`config.mk`:
```
export PLATFORM = sky130hd
export DESIGN_NAME = wb_rr_arbiter
export DESIGN_NICKNAME = d
export VERILOG_FILES = /design/src/rtl/wb_rr_arbiter.sv
export SDC_FILE = /design/constraint.sdc
export NUM_CORES = 1
export LEC_CHECK = 0
export ABC_AREA = 0
export BUFFER_PORTS_ARGS = -buffer_cell sky130_fd_sc_hd__buf_4
export CORE_MARGIN = 5
export CORE_UTILIZATION = 39
export CTS_CLUSTER_DIAMETER = 50
export DETAILED_ROUTE_END_ITERATION = 6
export MAX_ROUTING_LAYER = met4
export PLACE_DENSITY = 0.78
export SLEW_MARGIN = 20
export SYNTH_ARGS = -nofsm -noshare
export SYNTH_HDL_FRONTEND = slang
export SYNTH_SLANG_ARGS = --single-unit
```
`constraint.sdc`:
```
create_clock -name clk -period 2.3 [get_ports clk]
set_input_delay 0.23 -clock clk [delete_from_list [all_inputs] [get_ports clk]]
set_output_delay 0.23 -clock clk [all_outputs]
set_load 0.03 [all_outputs]
```
`src/rtl/wb_rr_arbiter.sv`:
```
// Round-robin writeback arbiter: picks one done unit per cycle into a
// one-entry registered output stage with valid/ready handshake.
module wb_rr_arbiter #(
    parameter int NUM_UNITS  = 4,
    parameter int ID_WIDTH   = 3,
    parameter int DATA_WIDTH = 32
) (
    input  logic                            clk,
    input  logic                            rst,
    input  logic [NUM_UNITS-1:0]            unit_done,
    input  logic [NUM_UNITS*ID_WIDTH-1:0]   unit_id,
    input  logic [NUM_UNITS*DATA_WIDTH-1:0] unit_rd,
    output logic [NUM_UNITS-1:0]            unit_ack,
    input  logic                            wb_ready,
    output logic                            wb_valid,
    output logic [ID_WIDTH-1:0]             wb_id,
    output logic [DATA_WIDTH-1:0]           wb_data
);

    localparam int PTR_W = (NUM_UNITS > 1) ? $clog2(NUM_UNITS) : 1;

    logic                  valid_q, valid_d;
    logic [ID_WIDTH-1:0]   id_q, id_d;
    logic [DATA_WIDTH-1:0] data_q, data_d;
    logic [PTR_W-1:0]      ptr_q, ptr_d;

    logic [NUM_UNITS-1:0]  rotated;
    logic                  load;
    logic                  found;
    logic [PTR_W:0]        sum;
    logic [PTR_W:0]        sel_inc;
    logic [PTR_W-1:0]      sel;
    logic [ID_WIDTH-1:0]   id_sel;
    logic [DATA_WIDTH-1:0] data_sel;

    always_comb begin
        // Rotating by ptr puts the highest-priority unit at bit 0.
        rotated = NUM_UNITS'({unit_done, unit_done} >> ptr_q);
        load    = ~rst & (~valid_q | wb_ready) & (|unit_done);
        found   = 1'b0;
        sum     = '0;
        sel     = '0;
        for (int unsigned k = 0; k < NUM_UNITS; k++) begin
            if (!found && rotated[k]) begin
                found = 1'b1;
                sum   = {1'b0, ptr_q} + (PTR_W+1)'(k);
                if (sum >= (PTR_W+1)'(NUM_UNITS)) begin
                    sum = sum - (PTR_W+1)'(NUM_UNITS);
                end
                sel = PTR_W'(sum);
            end
        end
    end

    always_comb begin
        unit_ack = '0;
        id_sel   = '0;
        data_sel = '0;
        for (int unsigned i = 0; i < NUM_UNITS; i++) begin
            if (PTR_W'(i) == sel) begin
                unit_ack[i] = load;
                id_sel      = unit_id[i*ID_WIDTH +: ID_WIDTH];
                data_sel    = unit_rd[i*DATA_WIDTH +: DATA_WIDTH];
            end
        end
    end

    always_comb begin
        valid_d = valid_q;
        id_d    = id_q;
        data_d  = data_q;
        ptr_d   = ptr_q;
        sel_inc = {1'b0, sel} + 1'b1;
        if (load) begin
            valid_d = 1'b1;
            id_d    = id_sel;
            data_d  = data_sel;
            ptr_d   = (sel_inc == (PTR_W+1)'(NUM_UNITS)) ? '0 : PTR_W'(sel_inc);
        end else if (valid_q && wb_ready) begin
            valid_d = 1'b0;
        end
    end

    always_ff @(posedge clk) begin
        if (rst) begin
            valid_q <= 1'b0;
            id_q    <= '0;
            data_q  <= '0;
            ptr_q   <= '0;
        end else begin
            valid_q <= valid_d;
            id_q    <= id_d;
            data_q  <= data_d;
            ptr_q   <= ptr_d;
        end
    end

    assign wb_valid = valid_q;
    assign wb_id    = id_q;
    assign wb_data  = data_q;

endmodule

```
# == After elaboration in Yosys (flattened, before gate mapping) ==
# Cells that the tools add are included.
# Widths: inputs -> output; s select.
# word_totals
regBits,38
# op_classes
n_addsub,8
magnitude_cmp,4
n_eq_ne,4
n_shift,1
mux,26
bitwise_logic,5
reduce_logical,10
# op_table
operator,n
$mux 32,4
$mux 2,9
$mux 3,4
$ge 3x3->1 const B,3
$mux 1,9
$shr 8x2->4,1
$sub 2x1->2 const B,4
$add 2x1->3 const B,2
$add 2x2->3 const B,2
$eq 2x2->1 const A,2
$logic_and 1x1->1,4
$reduce_or 4->1,1
$eq 3x3->1 const B,1
$ge 2x3->1 const B,1
$logic_not 1->1,3
$and 1x1->1,2
$eq 1x2->1 const A,1
$logic_not 2->1,1
$not 1->1,2
$reduce_bool 2->1,1
$or 1x1->1,1

# == Logic depth before layout (Yosys ltp) ==
# Gate-level depths: netlist (run 1).
# depth
word_depth,16
ltp_mapped,9
depth_no_buf,7

# == Worst setup path after synthesis (run 1) ==
# OpenSTA, ideal clock, no wires.
# synth_timing
path_kind,register to output
startpoint,register ptr_q[0]
endpoint,output port unit_ack[3]
t_arrival_ns,2.051
t_required_ns,2.070
slack_ns,0.019
path_stages_with_launch,8
n_path_buf,2
cell_sequence,dfxtp_1 nor2b_1 a2111oi_0 or2_2 ha_1 clkbuf_1 clkbuf_1 and2_1
# synth_between
elab_chain_len,13
# synth_rtl
item,line_no,text
from (decl),25,"logic [PTR_W-1:0] ptr_q, ptr_d;"
from (signal assigned),94,ptr_q <= ptr_d;
branches (longest 10 deep; another with $add 2x1->3),-,
$mux 2 *,44,if (!found && rotated[k]) begin
$eq 2x2->1 *,60,if (PTR_W'(i) == sel) begin
$mux 1 *,60,
to (decl),13,"output logic [NUM_UNITS-1:0] unit_ack,"
# Mark *: on every way between the ends.

# == Worst setup path in the final report (run 1) ==
# layout_timing
startpoint,register ptr_q[1]
endpoint,output port unit_ack[2]
# The elaborated chain is that of the path after synthesis.

==> impl_metrics.env, run 1 <==
export IMPL_cts_root_buffer="clkbuf_8"
export IMPL_synth_top_family_by_area="compound AO/OA/AOI/OAI gates"
export IMPL_antenna_found_initial=0
export IMPL_wl_per_cell_um=18.4
export IMPL_first_iter_violations=158
export IMPL_whs_ns=0.292
export IMPL_grt_max_degree=46
export IMPL_drc_errors=0
export IMPL_synth_main_ff_cell="dfxtp_1"
export IMPL_synth_distinct_cells=28
export IMPL_hold_viol=0
export IMPL_max_slew_margin_pct=53.9
export IMPL_clockBufferDepth=2
export IMPL_worstSkewPairLatency_ns=0.29
export IMPL_placed_area_um2=4380
export IMPL_grt_ovfl_total=0
export IMPL_min_period_ns=2.20
export IMPL_netlist_area_um2=2840
export IMPL_synth_area_leader_cell="dfxtp_1"
export IMPL_vias=3648
export IMPL_wl_um=11600
export IMPL_synthSimpleGateAreaFrac_pct=16.7
export IMPL_outcome="complete, no violations"
export IMPL_gp_congestion=0.827
export IMPL_numPlacedInstances=622
export IMPL_tns_ns=0
export IMPL_synthAdderAreaFrac_pct=1.76
export IMPL_synth_seq_cells=38
export IMPL_ff2ff_setup_slack_ns=0.13
export IMPL_track_usage_pct=24.6
export IMPL_seqCellArea_um2=766
export IMPL_p_leak_nw=2.15
export IMPL_die_h_um=95.3
export IMPL_fin_skew_ns=0.00425
export IMPL_synth_seq_area_share_pct=26.8
export IMPL_arrival_ns=1.97
export IMPL_hold_class="input port to register"
export IMPL_min_path_cells=3
export IMPL_diodes=0
export IMPL_multi_input_area_um2=1780
export IMPL_postCtsHoldBufs=0
export IMPL_r2r_end="wb_data[7]"
export IMPL_pwr_density_cell_nw_per_um2=685
export IMPL_grt_pass1_vias=3477
export IMPL_critPathMaxFanout=23
export IMPL_final_layout_size_suffix_gt1_share_pct=42.8
export IMPL_r2r_cells=8
export IMPL_ys_top_cells_by_count="40 x inv_1, 38 x dfxtp_1, 37 x a21oi_1, 36 x a2111oi_0"
export IMPL_vdd_drop_max_uv=278
export IMPL_final_cells=632
export IMPL_slew_viol_final=0
export IMPL_clk_pin_slew_ns=0.08
export IMPL_grt_pass1_wl_um=17300
export IMPL_h_tree_depth=2
export IMPL_synth_avg_cell_area_um2=7.77
export IMPL_post_route_period_util_pct=95.8
export IMPL_synth_most_common_cell="inv_1"
export IMPL_initial_core_util_pct=39.5
export IMPL_fin_nets=683
export IMPL_hold_start="unit_rd[99]"
export IMPL_synth_nets=516
export IMPL_end_kind="output port"
export IMPL_die_x_um=95.3
export IMPL_synthMuxAreaShare_pct=0
export IMPL_synth_edf_count=0
export IMPL_required_ns=2.07
export IMPL_critical_path_class="register to output port"
export IMPL_hold_end="wb_data[3]"
export IMPL_tightest_slew_ns=0.690
export IMPL_dpl_hpwl_um=8170
export IMPL_avgViaCountPerCell=5.77
export IMPL_cts_sinks=38
export IMPL_syn_to_final_growth_pct=62.1
export IMPL_io_pins=187
export IMPL_async_flop_share_pct=0
export IMPL_synth_top_cell_area_share_pct=26.8
export IMPL_cts_tree="done"
export IMPL_dieArea_um2=9080
export IMPL_cts_made_buffers=5
export IMPL_synth_compound_area_share_pct=41.5
export IMPL_post_cts_buffers=0
export IMPL_core_um2=7180
export IMPL_antenna_left=0
export IMPL_r2r_start="ptr_q[0]"
export IMPL_drt_first_pass_iters=5
export IMPL_yosys_warnings=0
export IMPL_syn_inst=365
export IMPL_port_buffers=186
export IMPL_nFillCells=614
export IMPL_final_area_um2=4600
export IMPL_synthTopCellsByArea="dfxtp_1 27%, a221o_1 12%, a2111oi_0 11%"
export IMPL_start_kind="register"
export IMPL_rows=31
export IMPL_total_power_mw=3.15
export IMPL_clock_fmax_ghz=0.454
export IMPL_maxCapViolations=0
export IMPL_synth_xor_area_share_pct=0
export IMPL_finalSetupViolCount=0
[sequential cells by signal, indices dropped and copies added, names as in the netlist]
register	count
wb_data	32
wb_id	3
ptr_q	2
wb_valid	1
[what timing repair did]
item | 4_1_cts | 5_1_grt
pin swaps | 0 | 0
cloned | 1 | 1
resized for setup | 4 | 12
endpoints found under the setup margin | 4 | 25
[layout make-up]
class                           count  share of cell area, %
Tap cell                           99                   2.69
Clock buffer                        7                   1.88
Inverter                           41                   3.35
Sequential cell                    38                   16.6
Multi-Input combinational cell    239                   38.7
Timing Repair Buffer              207                   36.6
Clock inverter                      1                  0.109
[critical path, cell delays in order (launching register included)]
cell and delay (ns):
dfxtp_4 0.37, a21oi_1 0.13, o21a_1 0.16, o22a_1 0.22, ha_2 0.30, buf_12 0.20, and2_1 0.14, buf_4 0.15
[worst max path at each step]
| stage | to | depth (start not counted) | startpoint |
|---|---|---|---|
| after floorplan | unit_ack[3] | 7 | ptr_q[0] |
| after global placement | wb_data[27] | 10 | unit_done[0] |
| after detailed placement | wb_id[1] | 10 | unit_done[0] |
| after CTS | unit_ack[1] | 8 | ptr_q[0] |
| after global routing | unit_ack[1] | 7 | ptr_q[1] |
| final | unit_ack[2] | 7 | ptr_q[1] |
[layer usage]
metal | GRT usage [%] | vias to the layer above | wire length [µm]
met4 | 6.85 | 0 | 252
met5 | - | - | 0
met1 | 29.5 | 1711 | 4700
met2 | 42.2 | 188 | 5630
met3 | 4.26 | 17 | 1060
li1 | - | 1732 | -
[through the flow]
step / setup WS [ns] / util (%)
final: 0.0968 / 64.1
after global routing: -0.0208 / 64.1
after CTS: -0.000373 / 63.0
after detailed placement: 0.0209 / 61.1
after global placement: 0.0553 / 61.1
after floorplan: 0.0193 / -
[cells by family after synthesis]
kind of cell | Yosys count
flops | 38
compound gates | 152
simple gates | 83
fa+ha+maj | 4
buf+inv | 88
[report_power, final]
group	internal [mW]	total (mW)	switching, mW
sequential	0.789	0.866	0.0775
clock	0.242	0.491	0.249
combinational	0.872	1.79	0.920
[placed cells by master, fill, tap and decap left out, types with 2 or more instances in the layout]
| master | n |
|---|---|
| nor2_1 | 2 |
| buf_4 | 198 |
| o211ai_1 | 2 |
| and2_1 | 4 |
| a21oi_1 | 37 |
| a2111oi_0 | 32 |
| a22oi_1 | 35 |
| nor2b_2 | 2 |
| buf_12 | 7 |
| inv_1 | 40 |
| a221o_1 | 35 |
| clkbuf_8 | 6 |
| dfxtp_1 | 36 |
| nand3b_1 | 35 |
| nand2_1 | 35 |
| a2111oi_1 | 3 |
| ha_4 | 2 |
| o21ai_0 | 2 |
Note: power is estimated with default switching activity, not from simulation.
==> run 2: changes to the inputs <==
--- a/config.mk
+++ b/config.mk
@@ -8,11 +8,11 @@
 export ABC_AREA = 0
 export BUFFER_PORTS_ARGS = -buffer_cell sky130_fd_sc_hd__buf_4
 export CORE_MARGIN = 5
-export CORE_UTILIZATION = 39
+export CORE_UTILIZATION = 34
 export CTS_CLUSTER_DIAMETER = 50
 export DETAILED_ROUTE_END_ITERATION = 6
 export MAX_ROUTING_LAYER = met4
-export PLACE_DENSITY = 0.78
+export PLACE_DENSITY = 0.7
 export SLEW_MARGIN = 20
 export SYNTH_ARGS = -nofsm -noshare
 export SYNTH_HDL_FRONTEND = slang
==> run 2 against run 1 <==
Effect of this change: via count rose by 0.27%; combinational power about the same; global-route usage is 2.8 points lower; critical path depth rose by 1; wire length up 0.90%; flip-flop and latch count unchanged; first-iteration DRC count shrank 11%; register-to-register slack got worse by 0.03 ns; clock power shrank 1%; total power is 1.2% lower; fmax down 1.7%; setup slack got worse by 0.037 ns; critical endpoint is now unit_ack[3].
==> impl_metrics.env, run 2 (synthesis gave the netlist of run 1 again) <==
export IMPL_hold_class="input port to register"
export IMPL_arrival_ns=2.01
export IMPL_finalSetupViolCount=0
export IMPL_avgViaCountPerCell=5.74
export IMPL_final_layout_size_suffix_gt1_share_pct=42.5
export IMPL_placed_area_um2=4360
export IMPL_gp_congestion=0.801
export IMPL_grt_max_degree=58
export IMPL_tightest_slew_ns=0.715
export IMPL_dpl_hpwl_um=8230
export IMPL_most_common_layout_cells="199 x buf_4, 40 x inv_1, 37 x a21oi_1"
export IMPL_outcome="complete, no violations"
export IMPL_pwr_density_cell_nw_per_um2=683
export IMPL_die_x_um=101
export IMPL_r2r_end="wb_data[24]"
export IMPL_hold_viol=0
export IMPL_r2r_start="ptr_q[0]"
export IMPL_seqCellArea_um2=763
export IMPL_critPathMaxFanout=20
export IMPL_r2r_cells=8
export IMPL_initial_core_util_pct=34.7
export IMPL_clock_fmax_ghz=0.446
export IMPL_p_leak_nw=2.13
export IMPL_slew_viol_final=0
export IMPL_cts_tree="done"
export IMPL_critPathSlowestCell="dfxtp_2"
export IMPL_fin_nets=682
export IMPL_numPlacedInstances=627
export IMPL_hold_start="rst"
export IMPL_cts_root_buffer="clkbuf_8"
export IMPL_core_um2=8180
export IMPL_diodes=0
export IMPL_max_slew_margin_pct=52.3
export IMPL_critPathMaxStageDelay_ns=0.34
export IMPL_fin_util_pct=55.7
export IMPL_maxCapViolations=0
export IMPL_vdd_drop_max_uv=282
export IMPL_antenna_found_initial=0
export IMPL_grt_pass1_vias=3567
export IMPL_dp_slack_ns=-0.0769
export IMPL_min_path_cells=2
export IMPL_clk_pin_slew_ns=0.07
export IMPL_nFillCells=792
export IMPL_critical_path_class="register to output port"
export IMPL_min_period_ns=2.24
export IMPL_io_pins=187
export IMPL_fin_ws_ns=0.0594
export IMPL_vias=3658
export IMPL_post_cts_buffers=0
export IMPL_end_kind="output port"
export IMPL_cts_sinks=38
export IMPL_fin_skew_ns=0.00837
export IMPL_antenna_left=0
export IMPL_final_cells=637
export IMPL_crit_path_frequent_cell="buf_4"
export IMPL_rsz0062_at_grt="true"
export IMPL_port_buffers=186
export IMPL_multi_input_area_um2=1760
export IMPL_die_h_um=101
export IMPL_syn_to_final_growth_pct=60.5
export IMPL_final_area_um2=4560
export IMPL_layout_commonest_cell="buf_4"
export IMPL_clockBufferDepth=2
export IMPL_start_kind="register"
export IMPL_drc_errors=0
export IMPL_h_tree_depth=2
export IMPL_path_cells="nor2b_2 > a2111oi_2 > buf_4 > or2_2 > ha_4 > buf_12 > and2_1 > buf_4"
export IMPL_post_route_period_util_pct=97.4
export IMPL_drt_first_pass_iters=4
export IMPL_grt_ovfl_total=0
export IMPL_worstSkewPairLatency_ns=0.29
export IMPL_ff2ff_setup_slack_ns=0.10
export IMPL_postCtsHoldBufs=0
export IMPL_rows=33
export IMPL_wl_um=11700
export IMPL_grt_pass1_wl_um=17500
export IMPL_first_iter_violations=140
export IMPL_cts_made_buffers=5
export IMPL_dieArea_um2=10300
export IMPL_track_usage_pct=21.8
export IMPL_wl_per_cell_um=18.4
export IMPL_largest_reg_flops=32
export IMPL_hold_end="wb_valid"
export IMPL_required_ns=2.07
[run 2: changes by cell type in the layout (fill, tap and decap cells not counted), sizes merged]
cell | before | now
buf | 205 | 204
[run 2: layer usage]
layer	vias to the layer above	GRT usage, %	share of wire [%]
met2	164	37.1	50
met4	0	5.42	1.2
met3	10	4.20	7.7
met5	-	-	0
met1	1754	26.3	41
li1	1730	-	-
[run 2: worst max-delay path: cells and delay by family, from the launching register on]
kind / cells / cell delay (ns)
adder cells (fa/ha/maj): 1 / 0.20
buffers and inverters: 3 / 0.46
AO/OA/AOI/OAI: 1 / 0.07
AND/OR/NAND/NOR: 3 / 0.64
flip-flops: 1 / 0.34
[run 2: final cells by class]
class	instances	area share (%)
multi-input combinational	239	38.7
timing repair buffer	206	36.3
sequential	38	16.8
inverter	41	3.38
tap	105	2.88
clock buffer	7	1.90
clock inverter	1	0.110
[run 2: metrics by stage]
step	setup TNS [ns]	power [mW]	hold slack [ns]
floorplan	0	1.91	0.496
global route	-0.0528	3.30	0.299
global placement	-0.0972	2.53	0.446
CTS	-0.0408	3.08	0.266
finish	0	3.11	0.281
detailed placement	-0.0769	2.56	0.452
[run 2: power breakdown]
part / internal, mW / switching [mW] / total (mW)
clock network: 0.242 / 0.241 / 0.484
registers: 0.788 / 0.0751 / 0.863
logic: 0.848 / 0.916 / 1.76
total: 1.88 / 1.23 / 3.11
[run 2: worst max-delay path by stage]
stage / startpoint / end / slack [ns] / cells past startpoint
floorplan: ptr_q[0] / unit_ack[3] / 0.02 / 7
global placement: unit_done[0] / wb_data[24] / -0.1 / 9
detailed placement: unit_done[0] / wb_data[24] / -0.08 / 9
CTS: ptr_q[0] / unit_ack[1] / -0.02 / 8
global route: ptr_q[1] / unit_ack[2] / -0.03 / 7
finish: ptr_q[0] / unit_ack[3] / 0.06 / 8
[run 2: timing repair]
action	CTS	global route
endpoints found under the setup margin	5	37
cloned	1	1
resized for setup	3	9
